`config.mk`:
```
export PLATFORM = sky130hd
export DESIGN_NAME = unit_final_adc_monitor
export DESIGN_NICKNAME = d
export VERILOG_FILES = /design/src/rtl/unit_final_pkg.sv /design/src/rtl/serial_adc_rx.sv /design/src/rtl/unit_final_adc_monitor.sv
export SDC_FILE = /design/constraint.sdc
export NUM_CORES = 1
export LEC_CHECK = 0
export ABC_AREA = 1
export ABC_CLOCK_PERIOD_IN_PS = 7300
export CAP_MARGIN = 20
export CELL_PAD_IN_SITES_DETAIL_PLACEMENT = 1
export CELL_PAD_IN_SITES_GLOBAL_PLACEMENT = 2
export CORE_MARGIN = 4
export CORE_UTILIZATION = 26
export CTS_BUF_LIST = sky130_fd_sc_hd__clkbuf_8
export CTS_CLUSTER_DIAMETER = 100
export DETAILED_ROUTE_END_ITERATION = 12
export GPL_ROUTABILITY_DRIVEN = 0
export GPL_TIMING_DRIVEN = 0
export PLACE_DENSITY_LB_ADDON = 0.15
export SLEW_MARGIN = 10
export SYNTH_ARGS = -nofsm -noshare
export SYNTH_HDL_FRONTEND = slang
export SYNTH_SLANG_ARGS = --single-unit
```
`constraint.sdc`:
```
create_clock -name clk -period 7.3 [get_ports clk]
set_input_delay 1.46 -clock clk [delete_from_list [all_inputs] [get_ports clk]]
set_output_delay 1.46 -clock clk [all_outputs]
set_load 0.01 [all_outputs]
```
`src/rtl/unit_final_pkg.sv`:
```
// Shared types and constants for the ADC supervisor: frame layout, link FSM states
// and the default thresholds used as parameter defaults by the datapath.
package unit_final_pkg;

  typedef enum logic [1:0] {
    IDLE,
    CONV,
    GAP
  } adc_state_t;

  localparam int LEAD_ZEROS = 4;
  localparam int ADC_BITS   = 12;
  localparam int FRAME_BITS = LEAD_ZEROS + ADC_BITS;
  localparam int VOLT_W     = 16;

  localparam int DEF_CLK_DIV     = 25;
  localparam int DEF_GAP_PER     = 4;
  localparam int DEF_VREF_MV     = 3300;
  localparam int DEF_LED_STEP_MV = 600;
  localparam int DEF_V_LOW_MV    = 1000;
  localparam int DEF_V_HIGH_MV   = 3000;
  localparam int DEF_DEB_CYCLES  = 1000;

endpackage

```
`src/rtl/serial_adc_rx.sv`:
```
// 3-wire serial ADC reader: drives cs_n/adclk, samples ad_in on each adclk rise and
// presents the 12-bit code with a one-clk code_valid strobe at the end of every frame.
module serial_adc_rx
  import unit_final_pkg::*;
#(
  parameter int CLK_DIV = DEF_CLK_DIV,
  parameter int GAP_PER = DEF_GAP_PER
) (
  input  logic                clk,
  input  logic                rst,
  input  logic                ad_in,
  output logic                adclk,
  output logic                cs_n,
  output logic [ADC_BITS-1:0] code,
  output logic                code_valid
);

  localparam int GAP_CLKS = GAP_PER * 2 * CLK_DIV;
  localparam int DIV_W    = (CLK_DIV > 1) ? $clog2(CLK_DIV) : 1;
  localparam int GAP_W    = (GAP_CLKS > 1) ? $clog2(GAP_CLKS) : 1;
  localparam int EDGE_W   = $clog2(2 * FRAME_BITS);

  localparam logic [DIV_W-1:0]  DIV_LAST  = DIV_W'(CLK_DIV - 1);
  localparam logic [GAP_W-1:0]  GAP_LAST  = GAP_W'(GAP_CLKS - 1);
  localparam logic [EDGE_W-1:0] EDGE_LAST = EDGE_W'(2 * FRAME_BITS - 1);

  adc_state_t          state;
  logic [DIV_W-1:0]    div_cnt;
  logic [EDGE_W-1:0]   edge_cnt;
  logic [GAP_W-1:0]    gap_cnt;
  logic [ADC_BITS-1:0] shift;

  logic half_done;
  logic sample_en;
  logic frame_done;

  assign half_done  = (state == CONV) && (div_cnt == DIV_LAST);
  assign sample_en  = half_done && !adclk;
  // The 32nd adclk toggle is the 16th fall: the frame ends there.
  assign frame_done = half_done && (edge_cnt == EDGE_LAST);

  always_ff @(posedge clk or posedge rst) begin
    if (rst) begin
      state      <= IDLE;
      cs_n       <= 1'b1;
      adclk      <= 1'b0;
      div_cnt    <= '0;
      edge_cnt   <= '0;
      gap_cnt    <= '0;
      code_valid <= 1'b0;
    end else begin
      code_valid <= frame_done;
      case (state)
        IDLE: begin
          state    <= CONV;
          cs_n     <= 1'b0;
          div_cnt  <= '0;
          edge_cnt <= '0;
        end
        CONV: begin
          if (half_done) begin
            div_cnt <= '0;
            adclk   <= !adclk;
            if (frame_done) begin
              state    <= GAP;
              cs_n     <= 1'b1;
              adclk    <= 1'b0;
              edge_cnt <= '0;
              gap_cnt  <= '0;
            end else begin
              edge_cnt <= edge_cnt + 1'b1;
            end
          end else begin
            div_cnt <= div_cnt + 1'b1;
          end
        end
        GAP: begin
          if (gap_cnt == GAP_LAST) begin
            state    <= CONV;
            cs_n     <= 1'b0;
            div_cnt  <= '0;
            edge_cnt <= '0;
          end else begin
            gap_cnt <= gap_cnt + 1'b1;
          end
        end
        default: state <= IDLE;
      endcase
    end
  end

  // Leading zeros fall off the top of the 12-bit shifter; a partial frame is overwritten.
  always_ff @(posedge clk) begin
    if (sample_en) shift <= {shift[ADC_BITS-2:0], ad_in};
    if (frame_done) code <= shift;
  end

endmodule

```
`src/rtl/unit_final_adc_monitor.sv`:
```
// Supply supervisor: scales serial ADC codes to millivolts, drives the LED bar graph
// and the supply-enable / alarm relays from the voltage and a debounced TEM input.
module unit_final_adc_monitor
  import unit_final_pkg::*;
#(
  parameter int CLK_DIV     = DEF_CLK_DIV,
  parameter int GAP_PER     = DEF_GAP_PER,
  parameter int VREF_MV     = DEF_VREF_MV,
  parameter int LED_STEP_MV = DEF_LED_STEP_MV,
  parameter int V_LOW_MV    = DEF_V_LOW_MV,
  parameter int V_HIGH_MV   = DEF_V_HIGH_MV,
  parameter int DEB_CYCLES  = DEF_DEB_CYCLES
) (
  input  logic clk,
  input  logic rst,
  input  logic ad_in,
  input  logic TEM,
  output logic adclk,
  output logic cs_n,
  output logic K_1,
  output logic K_2,
  output logic LED1,
  output logic LED2,
  output logic LED3,
  output logic LED4,
  output logic LED5
);

  localparam int PROD_W = ADC_BITS + VOLT_W;
  localparam int DEB_W  = (DEB_CYCLES > 1) ? $clog2(DEB_CYCLES) : 1;

  localparam logic [DEB_W-1:0]  DEB_LAST = DEB_W'(DEB_CYCLES - 1);
  localparam logic [VOLT_W-1:0] V_LOW    = VOLT_W'(V_LOW_MV);
  localparam logic [VOLT_W-1:0] V_HIGH   = VOLT_W'(V_HIGH_MV);
  localparam logic [VOLT_W-1:0] LED_TH1  = VOLT_W'(LED_STEP_MV);
  localparam logic [VOLT_W-1:0] LED_TH2  = VOLT_W'(2 * LED_STEP_MV);
  localparam logic [VOLT_W-1:0] LED_TH3  = VOLT_W'(3 * LED_STEP_MV);
  localparam logic [VOLT_W-1:0] LED_TH4  = VOLT_W'(4 * LED_STEP_MV);
  localparam logic [VOLT_W-1:0] LED_TH5  = VOLT_W'(5 * LED_STEP_MV);

  // Truncating scale: the low ADC_BITS of the product are dropped, never rounded.
  function automatic logic [VOLT_W-1:0] scale_mv(input logic [ADC_BITS-1:0] code);
    logic [PROD_W-1:0] prod;
    prod = PROD_W'(code) * PROD_W'(VREF_MV);
    return prod[ADC_BITS +: VOLT_W];
  endfunction

  function automatic logic [4:0] led_bar(input logic [VOLT_W-1:0] v);
    return {v >= LED_TH5, v >= LED_TH4, v >= LED_TH3, v >= LED_TH2, v >= LED_TH1};
  endfunction

  logic [ADC_BITS-1:0] code_p0;
  logic                vld_p0;
  logic [VOLT_W-1:0]   volt_p1;

  logic             tem_s1;
  logic             tem_s2;
  logic             tem_ok;
  logic [DEB_W-1:0] deb_cnt;

  serial_adc_rx #(
    .CLK_DIV (CLK_DIV),
    .GAP_PER (GAP_PER)
  ) u_rx (
    .clk        (clk),
    .rst        (rst),
    .ad_in      (ad_in),
    .adclk      (adclk),
    .cs_n       (cs_n),
    .code       (code_p0),
    .code_valid (vld_p0)
  );

  // Any cycle where the synchronised input agrees with tem_ok restarts the count.
  always_ff @(posedge clk or posedge rst) begin
    if (rst) begin
      tem_s1  <= 1'b0;
      tem_s2  <= 1'b0;
      tem_ok  <= 1'b0;
      deb_cnt <= '0;
    end else begin
      tem_s1 <= TEM;
      tem_s2 <= tem_s1;
      if (tem_s2 == tem_ok) begin
        deb_cnt <= '0;
      end else if (deb_cnt == DEB_LAST) begin
        tem_ok  <= tem_s2;
        deb_cnt <= '0;
      end else begin
        deb_cnt <= deb_cnt + 1'b1;
      end
    end
  end

  // p0 -> p1: scaled voltage, then p1 -> outputs: bar graph and relays
  always_ff @(posedge clk or posedge rst) begin
    if (rst) begin
      volt_p1                        <= '0;
      {LED5, LED4, LED3, LED2, LED1} <= '0;
      K_1                            <= 1'b0;
      K_2                            <= 1'b0;
    end else begin
      if (vld_p0) volt_p1 <= scale_mv(code_p0);
      {LED5, LED4, LED3, LED2, LED1} <= led_bar(volt_p1);
      K_1 <= (volt_p1 >= V_LOW) && (volt_p1 <= V_HIGH) && !tem_ok;
      K_2 <= tem_ok || (volt_p1 > V_HIGH);
    end
  end

endmodule

```
# Yosys cells after proc, flatten, opt, wreduce, memory -nomap -nowiden

Cells that the tools add are included.

Flip-flop bits (word level): 79
Bits in latches: 0
Bits in writable memories: 0
Memory bits (read-only): 0
Input bits: 4
Output and inout bits: 9
Logic and storage cells: 85
Memories: 0

Add/sub/neg operators: 4
Multiply operators: 1
Div/mod/pow operators: 0
$lt $le $gt $ge: 8
Equality and inequality tests: 11
Shift operators: 0
Muxes and demuxes: 21
Bitwise gates (word level): 1
Reductions and logical operators: 18

Operators with widths:

| operator                                                             | number |
|---|---|
| case mux 5 bit (3 select lines)                                      | 2 |
| greater-or-equal comparator 12 x 10 -> 1 bit (second input constant) | 2 |
| greater-or-equal comparator 12 x 11 -> 1 bit (second input constant) | 2 |
| greater-or-equal comparator 12 bit (second input constant)           | 2 |
| two-way mux 8 bit                                                    | 3 |
| multiplier 12 x 10 -> 22 bit (second input constant)                 | 1 |
| two-way mux 10 bit                                                   | 2 |
| two-way mux 5 bit                                                    | 4 |
| case mux 8 bit (2 select lines)                                      | 1 |
| > comparator 12 bit (second input constant)                          | 1 |
| less-or-equal comparator 12 bit (second input constant)              | 1 |
| adder 10 x 1 -> 10 bit (second input constant)                       | 1 |
| adder 5 x 1 -> 5 bit (second input constant)                         | 2 |
| == test 10 bit (second input constant)                               | 1 |
| == test 5 bit (second input constant)                                | 2 |
| adder 8 x 1 -> 8 bit (second input constant)                         | 1 |
| == test 8 bit (second input constant)                                | 1 |
| AND reduction 4 bit                                                  | 2 |
| two-way mux 2 bit                                                    | 3 |
| != test 2 x 1 -> 1 bit (second input constant)                       | 3 |
| case mux 2 bit (3 select lines)                                      | 1 |
| AND reduction 2 bit                                                  | 3 |
| AND reduction 3 bit                                                  | 2 |
| logical AND 1 bit                                                    | 5 |
| 12 further kinds                                                     | 16 |

# Depth between registers and ports, before layout

Gate-level depths: netlist of the first run.

Depth after elaboration: 6
Depth in mapped cells: 19
Depth with buffers taken out: 19

# By module

From an unflattened synthesis of the first run, not the netlist that was laid out.

Cell total of the unflattened synthesis: 638
Area, all modules: 5771.8 um^2

By module, submodules not included:

| module                 | instances | cells each | area each (um^2) | sequential area each (um^2) |
|---|---|---|---|---|
| unit_final_adc_monitor | 1         | 450        | 3762.4           | 800.8 |
| serial_adc_rx          | 1         | 188        | 2009.4           | 1297.5 |

# Worst setup path before layout of the first run

Ideal clock, no wire load.

Path kind: reg-to-reg
Start: register u_rx.code[2]
End: register volt_p1[3]
Setup time: 118 ps
Arrival time: 3985 ps
Required time: 7182 ps
Setup slack: 3197 ps
Stages on the path, launching flop included: 17
Buffers on the path: 0
Clock period less this slack: 4103 ps
Path through: edfxtp_1 > ha_1 > xor2_1 > ha_1 > fa_1 > fa_1 > inv_1 > fa_1 > inv_1 > ha_1 > nand2_1 > inv_1 > a21boi_0 > nand3_1 > or2_2 > nand3_1 > nand2_1

Cells in the longest elaborated chain, start to end: 1

Ends and longest elaborated chain:

| item                         | line                          | source |
|---|---|---|
| start, declared              | serial_adc_rx.sv:14           | `output logic [ADC_BITS-1:0] code,` |
| start signal, assigned       | serial_adc_rx.sv:95           | `if (frame_done) code <= shift;` |
| multiplier 12 x 10 -> 22 bit | unit_final_adc_monitor.sv:44  | `prod = PROD_W'(code) * PROD_W'(VREF_MV);` |
| end signal, assigned         | unit_final_adc_monitor.sv:103 | `if (vld_p0) volt_p1 <= scale_mv(code_p0);` |
| end, declared                | unit_final_adc_monitor.sv:54  | `logic [VOLT_W-1:0] volt_p1;` |

Every way passes these cells.
A chain may end at the register's enable or synchronous reset.

# Worst setup path after layout of the first run

Start: register u_rx.code[3]
End: register volt_p1[3]

Same word-level chain as after synthesis.

==> run_results.csv, run 1 <==
group,metric,value,unit
worst_setup_path,end_kind,"flop",
clock_tree,clkTransAtPathRegs,0.09,ns
yosys,yosysSeqAreaShare,37.8,%
cells_and_area,multi_input_area,3100,um2
timing,relSlewSlack,52.3,%
worst_setup_path,critPathMaxFanout,6,
clock_tree,ctsResizeCount,0,
worst_setup_path,startpoint,"u_rx.code[3]",
timing,post-route-min-period,4.66,ns
floorplan,fp-row-count,53,
cells_and_area,diodes,0,
worst_setup_path,crit_arrival,4.93,ns
yosys,yosysTopAreaCell,"dfrtp_1",
pwr,peakVddDrop,0.0000626,V
worst_setup_path,required,7.57,ns
pwr,powerDensity,123,nW/um2
pwr,power_leakage,3.01,nW
grt,antenna_found_initial,0,
cells_and_area,seqCellArea,2100,um2
worst_setup_path,reg2regPathDepth,16,
clock_tree,cts_root_buf,"clkbuf_8",
yosys,synth_compound_area_share,7.59,%
worst_setup_path,critPathKind,"flop to flop",
outcome,status,"finished clean",
floorplan,coreArea,21000,um2
clock_tree,cts_tree,"done",
yosys,synth_top_area_share,24.3,%
clock_tree,cts.sinks,79,
worst_setup_path,r2r_end,"volt_p1[3]",
yosys,async_flop_share,69.6,%
yosys,yosysMostFrequentCell,"nand2_1",
floorplan,die_area,23800,um2
floorplan,die_w,154,um
detailed_routing,first_pass_iters,4,
yosys,synth_commonest_cells,"108 x nand2_1, 92 x inv_1, 78 x ha_1",
worst_setup_path,reg2reg_from,"u_rx.code[3]",
detailed_routing,drt-wirelength-per-cell,14.5,um
grt,grt_usage,11.9,%
yosys,yosysWarnings,0,
yosys,synthesis.instances,595,
min_path,hold_path.class,"flop to flop",
clock_tree,postCtsHoldBufs,0,
floorplan,die_y,154,um
place,io_buffers,12,
yosys,synthSimpleGateAreaFrac,18.6,%
yosys,synth_xor_area_share,1.73,%
detailed_routing,viasPerCell,4.54,
yosys,syn-num-nets,705,
clock_tree,postCtsSetupBuffers,0,
yosys,synth_cell_types,35,
detailed_routing,postRouteAntennaNets,0,
clock_tree,htreeDepth,3,
yosys,synth_top_cells_by_area,"dfrtp_1 24%, ha_1 18%, edfxtp_1 13%, fa_1 10%, nand2_1 7.3%",
yosys,postSynthAreaPerCell,9.34,um2
grt,grt_max_degree,56,
timing,rsz0062_at_grt,"false",
timing,tightest_slew,0.716,ns
yosys,synth_edf_count,24,
clock_tree,cts_buffer_depth,2,
detailed_routing,vias,4082,
yosys,synth_fa_ha_area_share,27.7,%
worst_setup_path,ff2ff_setup_slack,2.64,ns
worst_setup_path,endpoint,"volt_p1[3]",
pwr,p_total,764,uW
place,dp_hpwl,10500,um
cells_and_area,nets,729,
cells_and_area,area_delta_synth_final,11.6,%
clock_tree,clk_latency,0.38,ns
detailed_routing,drt_iter0_drc,117,
timing,skew,0.0187,ns
yosys,ys_ff_latch,79,
yosys,ys.flop_type,"dfrtp_1",
grt,grt_overflow_total,0,
timing,setup_viol_count_final,0,
detailed_routing,routed_wl,13000,um
job,maxCapViolCount,0,
detailed_routing,post-route-drc-count,0,
timing,hold_violations,0,
worst_setup_path,start_kind,"flop",
grt,grt_pass1_wl,22700,um
grt,first_global_vias,4576,
clock_tree,cts_inserted_buffers,9,
yosys,yosys-mux-area-fraction,0.203,%
floorplan,ios,13,
cells_and_area,drive_above_1_share,5.45,%
cells_and_area,num-fill-cells,2432,
timing,fmax,215,MHz
timing,period_share,63.8,%
yosys,netlist_area,5560,um2
yosys,synth_top_family_by_area,"adder cells",
floorplan,start_util,26.4,%
timing,tns,0,ns
timing,drv_slew,0,
[routing by layer]
| metal | GRT usage [%] | vias up | part of all wire, % |
|---|---|---|---|
| met2 | 19.5 | 29 | 47 |
| met3 | 2.10 | 15 | 1.9 |
| met4 | 4.21 | 0 | 1.9 |
| li1 | - | 2013 | - |
| met1 | 15.9 | 2025 | 49 |
| met5 | 0 | - | 0 |
[sequential cells by signal, indices dropped and copies added (netlist names), 2 cells and up]
signal         cells
deb_cnt           10
u_rx.div_cnt       5
u_rx.state         2
u_rx.code         12
volt_p1           12
u_rx.gap_cnt       8
u_rx.shift        12
u_rx.edge_cnt      5
[cell families (layout without fill, tap and decap cells)]
| family | after synthesis | in the layout |
|---|---|---|
| fa+ha+maj | 106 | 106 |
| flops | 79 | 79 |
| buf+inv | 96 | 125 |
| simple gates | 229 | 229 |
| mux | 1 | 1 |
| compound gates | 73 | 73 |
| xor+xnor | 11 | 11 |
[placed cells by master (no fill, tap or decap), types with 3 or more instances in the layout]
master	instances
edfxtp_1	24
dfrtp_1	54
o21ai_0	24
nor3_1	13
xor2_1	9
clkbuf_8	9
nand2_1	108
nor2_1	46
nand3b_1	3
fa_1	28
nor4_1	4
nor2_4	4
ha_1	78
clkdlybuf4s50_1	12
a21oi_1	30
a21o_1	4
or2_2	4
nand4_1	8
inv_1	92
nand3_1	36
[critical path, cell delays in order, from the launching register on]
cell and delay (ns):
edfxtp_1 0.52, ha_1 0.37, xor2_1 0.18, ha_1 0.30, fa_1 0.54, fa_1 0.55
inv_1 0.05, fa_1 0.50, inv_1 0.04, ha_1 0.37, nand2_1 0.18, inv_1 0.05
a21boi_0 0.19, nand3_1 0.26, or2_2 0.35, nand3_1 0.07, nand2_1 0.05
[cell type report]
| cell class | instances | area share (%) |
|---|---|---|
| buffer | 2 | 0.121 |
| clock buffer | 9 | 2.00 |
| clock inverter | 7 | 0.666 |
| inverter | 94 | 5.73 |
| multi-input combinational | 420 | 50.0 |
| sequential | 79 | 33.9 |
| tap | 275 | 5.55 |
| timing repair buffer | 13 | 2.12 |
[how the worst min path moves through the flow]
stage,endpoint,cells past startpoint,startpoint
2_1_floorplan,tem_s2,0,tem_s1
3_3_place_gp,tem_s2,0,tem_s1
3_5_place_dp,tem_s2,0,tem_s1
4_1_cts,tem_s2,0,tem_s1
5_1_grt,tem_s2,0,tem_s1
6_report,tem_s2,0,tem_s1
[report_power, final]
group	leakage, nW	switching [mW]	total, mW	internal (mW)
Clock	0.0838	0.175	0.296	0.120
Combinational	1.99	0.00853	0.0113	0.00274
Sequential	0.939	0.00168	0.457	0.455
[metrics by stage]
step	area (um2)	std cells	utilization [%]	hold slack [ns]	setup slack (ns)
2_1_floorplan	5560	595	-	0.331	3.20
6_report	6200	899	29.5	0.358	2.64
3_3_place_gp	6020	882	28.6	0.334	2.63
3_5_place_dp	6020	882	28.6	0.347	2.56
4_1_cts	6190	898	29.4	0.359	2.57
5_1_grt	6200	899	29.5	0.381	2.35
(Power assumes the default switching activity.)
==> run 2, diff against run 1 <==
--- a/config.mk
+++ b/config.mk
@@ -6,7 +6,7 @@
 export NUM_CORES = 1
 export LEC_CHECK = 0
 export ABC_AREA = 1
-export ABC_CLOCK_PERIOD_IN_PS = 7300
+export ABC_CLOCK_PERIOD_IN_PS = 4400
 export CAP_MARGIN = 20
 export CELL_PAD_IN_SITES_DETAIL_PLACEMENT = 1
 export CELL_PAD_IN_SITES_GLOBAL_PLACEMENT = 2
==> constraint.sdc (replaced) <==
create_clock -name clk -period 4.4 [get_ports clk]
set_input_delay 0.88 -clock clk [delete_from_list [all_inputs] [get_ports clk]]
set_output_delay 0.88 -clock clk [all_outputs]
set_load 0.01 [all_outputs]
==> run_results.csv, run 2 (synthesis results as in run 1) <==
group,metric,value,unit
timing,post-route-min-period,4.19,ns
cells_and_area,area_delta_synth_final,16.8,%
floorplan,die_y,154,um
detailed_routing,post-route-drc-count,0,
pwr,p_seq_share,59.7,%
timing,skew,0.0187,ns
timing,hold_violations,0,
place,pre_cts_ws,-0.336,ns
cells_and_area,top_regs,"u_rx.code x12, u_rx.shift x12, volt_p1 x12",
clock_tree,cts.sinks,79,
detailed_routing,routed_wl,13400,um
worst_setup_path,crit_arrival,4.46,ns
timing,period_share,95.1,%
timing,relSlewSlack,52.9,%
grt,grt_usage,12.0,%
timing,setup_viol_count_final,0,
clock_tree,htreeDepth,3,
worst_setup_path,critPathMaxFanout,5,
worst_setup_path,required,4.68,ns
timing,tightest_slew,0.707,ns
floorplan,fp-row-count,53,
detailed_routing,drt_iter0_drc,102,
floorplan,die_area,23800,um2
pwr,p_sw_share,24.4,%
worst_setup_path,reg2regPathDepth,17,
cells_and_area,most-common-layout-cells,"103 x nand2_1, 92 x inv_1, 70 x ha_1",
grt,grt_overflow_total,0,
pwr,p_int,960,uW
worst_setup_path,start_kind,"flop",
clock_tree,clk_latency,0.38,ns
place,io_buffers,12,
clock_tree,clkTransAtPathRegs,0.09,ns
worst_setup_path,critPathKind,"flop to flop",
grt,grt_pass1_wl,23000,um
cells_and_area,final_common_cell,"nand2_1",
clock_tree,cts_tree,"done",
detailed_routing,first_pass_iters,4,
pwr,power_leakage,3.12,nW
floorplan,ios,13,
detailed_routing,postRouteAntennaNets,0,
cells_and_area,nets,747,
worst_setup_path,end_kind,"flop",
pwr,powerDensity,196,nW/um2
worst_setup_path,reg2reg_from,"u_rx.code[2]",
clock_tree,cts_buffer_depth,2,
job,maxCapViolCount,0,
cells_and_area,diodes,0,
min_path,worstHoldEndpoint,"tem_s2",
outcome,status,"finished clean",
grt,antenna_found_initial,0,
detailed_routing,vias,4156,
pwr,pwr-share-clk,38.8,%
clock_tree,cts_inserted_buffers,9,
grt,grt_max_degree,56,
floorplan,die_w,154,um
floorplan,coreArea,21000,um2
pwr,p_sw,310,uW
min_path,worstHoldStart,"tem_s1",
floorplan,start_util,26.4,%
clock_tree,cts_root_buf,"clkbuf_8",
min_path,hold_path.class,"flop to flop",
detailed_routing,viasPerCell,4.53,
worst_setup_path,r2r_end,"volt_p1[5]",
pwr,pwr-share-comb,1.5,%
timing,fmax,239,MHz
worst_setup_path,ff2ff_setup_slack,0.21,ns
timing,worst_slack,0.215,ns
timing,hold_slack,0.358,ns
grt,first_global_vias,4630,
place,dp_hpwl,10500,um
detailed_routing,drt-wirelength-per-cell,14.6,um
timing,drv_slew,0,
pwr,peakVddDrop,0.000104,V
min_path,hold_path_depth,0,
timing,rsz0062_at_grt,"true",
cells_and_area,drive_above_1_share,11.5,%
[run 2: timing repair]
action	4_1_cts	5_1_grt
hold buffers	0	0
resized for setup	11	22
pin swaps	3	7
setup endpoints to repair	6	9
cloned	0	0
setup buffers	10	8
[run 2: worst max path at each step]
stage	from	end	slack (ns)	depth (start not counted)
finish	u_rx.code[2]	volt_p1[5]	0.21	17
global route	u_rx.code[2]	volt_p1[10]	-0.06	19
CTS	u_rx.code[6]	volt_p1[3]	0.006	16
detailed placement	u_rx.code[3]	volt_p1[3]	-0.34	16
global placement	u_rx.code[3]	volt_p1[3]	-0.27	16
floorplan	u_rx.code[2]	volt_p1[3]	0.30	16
[run 2: critical path, stage by stage (launching register included)]
cell	delay (ns)
edfxtp_1	0.51
ha_4	0.30
xor2_2	0.14
ha_1	0.32
fa_1	0.47
fa_1	0.55
inv_1	0.05
fa_1	0.49
inv_1	0.06
ha_4	0.30
nand2_2	0.09
nor2_2	0.12
nand2_1	0.07
nand2_2	0.11
a21oi_1	0.09
or2_2	0.28
nand3_1	0.07
nand2_1	0.06
[run 2: layer usage]
layer	vias to the layer above	track usage, %	share of wire (%)	wire [um]
li1	2052	-	-	-
met3	15	2.10	1.6	211
met2	19	19.8	48	6420
met5	-	0	0	0
met4	0	4.21	1.8	243
met1	2070	15.9	48	6470
[run 2: cell type report]
cell class,count,area (um2)
Buffer,2,7.51
Inverter,94,355
Tap cell,275,344
Fill cell,2422,14500
Multi-Input combinational cell,420,3250
Sequential cell,79,2100
Timing Repair Buffer,31,270
Clock buffer,9,124
Clock inverter,7,41.3
[run 2: power by group through the flow]
stage                     Combinational (mW)  Clock, mW  Sequential [mW]
final                                 0.0185      0.493            0.758
after global routing                  0.0233      0.550            0.759
after CTS                             0.0204      0.520            0.758
after detailed placement              0.0204          0            0.774
after global placement                0.0194          0            0.773
after floorplan                       0.0119          0            0.773
[run 2: through the flow]
step | util (%) | area, um2 | TNS (ns) | std cells | power (mW)
floorplan | - | 5560 | 0 | 595 | 0.785
global placement | 28.6 | 6020 | -0.702 | 882 | 0.793
detailed placement | 28.6 | 6020 | -0.971 | 882 | 0.794
CTS | 30.1 | 6320 | 0 | 908 | 1.30
global route | 30.9 | 6490 | -0.110 | 917 | 1.33
finish | 30.9 | 6490 | 0 | 917 | 1.27
==> run 3, diff against run 2 <==
--- a/config.mk
+++ b/config.mk
@@ -17,7 +17,7 @@
 export DETAILED_ROUTE_END_ITERATION = 12
 export GPL_ROUTABILITY_DRIVEN = 0
 export GPL_TIMING_DRIVEN = 0
-export PLACE_DENSITY_LB_ADDON = 0.15
+export PLACE_DENSITY = 0.62
 export SLEW_MARGIN = 10
 export SYNTH_ARGS = -nofsm -noshare
 export SYNTH_HDL_FRONTEND = slang
==> run_results.csv, run 3 (synthesis results as in run 1) <==
group,metric,value,unit
grt,antenna_found_initial,0,
grt,first_global_vias,4753,
timing,drv_slew,0,
detailed_routing,post-route-drc-count,0,
cells_and_area,instances_no_fill,913,
min_path,hold_path.class,"flop to flop",
worst_setup_path,crit_arrival,4.46,ns
detailed_routing,drt-wirelength-per-cell,14.3,um
worst_setup_path,required,4.67,ns
timing,setup_viol_count_final,0,
cells_and_area,nets,743,
timing,fmax,238,MHz
clock_tree,cts_tree,"done",
clock_tree,cts_inserted_buffers,9,
pwr,powerDensity,206,nW/um2
timing,hold_slack,0.369,ns
timing,period_share,95.3,%
worst_setup_path,start_kind,"flop",
grt,grt_overflow_total,0,
floorplan,ios,13,
cells_and_area,num-fill-cells,2430,
clock_tree,clkTransAtPathRegs,0.10,ns
grt,grt_max_degree,29,
timing,skew,0.0160,ns
cells_and_area,final_cell_area,6520,um2
job,maxCapViolCount,0,
grt,grt_usage,11.9,%
clock_tree,clk_latency,0.38,ns
grt,grt_pass1_wl,23000,um
pwr,peakVddDrop,0.000140,V
timing,tightest_slew,0.639,ns
timing,rsz0062_at_grt,"true",
timing,tns,0,ns
floorplan,die_area,23800,um2
timing,post-route-min-period,4.19,ns
place,dp_hpwl,10500,um
cells_and_area,top_regs,"u_rx.code x12, u_rx.shift x12, volt_p1 x12",
clock_tree,htreeDepth,3,
cells_and_area,most-common-layout-cells,"104 x nand2_1, 91 x inv_1, 70 x ha_1",
detailed_routing,postRouteAntennaNets,0,
clock_tree,postCtsHoldBufs,0,
detailed_routing,routed_wl,13000,um
cells_and_area,final_common_cell,"nand2_1",
floorplan,die_w,154,um
floorplan,start_util,26.4,%
floorplan,fp-row-count,53,
clock_tree,cts_buffer_depth,2,
floorplan,coreArea,21000,um2
worst_setup_path,critPathMaxFanout,4,
clock_tree,cts_root_buf,"clkbuf_8",
detailed_routing,drt_iter0_drc,149,
worst_setup_path,end_kind,"flop",
floorplan,die_y,154,um
pwr,power_leakage,3.13,nW
detailed_routing,vias,4145,
cells_and_area,area_delta_synth_final,17.3,%
cells_and_area,diodes,0,
timing,relSlewSlack,57.3,%
place,dpl_cell_area,6040,um2
outcome,status,"finished clean",
clock_tree,cts.sinks,79,
timing,hold_violations,0,
worst_setup_path,critPathKind,"flop to flop",
cells_and_area,drive_above_1_share,11.3,%
detailed_routing,first_pass_iters,4,
place,io_buffers,12,
detailed_routing,viasPerCell,4.54,
place,place_inst,883,
-- run 3: routing by layer --
metal,share of wire [%],track usage [%]
met4,2.5,4.79
met5,0,0
met1,47,15.3
met2,48,19.9
met3,1.9,1.96
-- run 3: path summary, 6_finish.rpt --
kind | start | to | slack (ns) | cells after the start
setup / recovery | u_rx.code[1] | volt_p1[5] | 0.21 | 18
hold / removal | tem_s1 | tem_s2 | 0.37 | 0
setup reg to reg | u_rx.code[1] | volt_p1[5] | 0.21 | 18
max in group asynchronous | rst | u_rx.cs_n | 2.83 | 3
min in group asynchronous | rst | tem_ok | 0.90 | 2
hold reg to reg | tem_s1 | tem_s2 | 0.37 | 0
-- run 3: through the flow --
| step | total power, mW | utilization, % | setup WS [ns] |
|---|---|---|---|
| 2_1_floorplan | 0.785 | - | 0.297 |
| 3_3_place_gp | 0.792 | 28.6 | -0.247 |
| 3_5_place_dp | 0.796 | 28.7 | -0.236 |
| 4_1_cts | 1.39 | 30.2 | 0.000393 |
| 5_1_grt | 1.41 | 31.0 | -0.0547 |
| 6_report | 1.34 | 31.0 | 0.207 |
-- run 3: critical path, stage by stage (launching register included) --
cell and delay [ns]:
edfxtp_1 0.51, ha_4 0.29, ha_1 0.29, inv_1 0.06
fa_1 0.53, inv_1 0.05, fa_1 0.53, inv_1 0.05
fa_1 0.50, inv_1 0.04, ha_1 0.31, nand2_1 0.12
nor2_1 0.15, nand2_1 0.08, nand2_2 0.14, a21oi_2 0.07
or2_2 0.27, nand3_1 0.07, nand2_1 0.05
-- run 3: layout make-up --
cell class / instances / area [um2] / share of cell area, %
Sequential cell: 79 / 2100 / 32.2
Inverter: 94 / 353 / 5.42
Clock inverter: 7 / 77.6 / 1.19
Timing Repair Buffer: 27 / 245 / 3.76
Buffer: 2 / 7.51 / 0.115
Tap cell: 275 / 344 / 5.28
Multi-Input combinational cell: 420 / 3270 / 50.1
Clock buffer: 9 / 124 / 1.90
-- run 3: power by group --
| part | switching [mW] | internal, mW |
|---|---|---|
| combinational | 0.0144 | 0.00621 |
| clock | 0.298 | 0.268 |
| sequential | 0.00290 | 0.755 |
| total | 0.315 | 1.03 |
-- run 3: repair_timing --
action	CTS	global route
pin swaps	2	12
gates resized for setup	9	24
buffers inserted	7	6
setup endpoints to repair	4	11
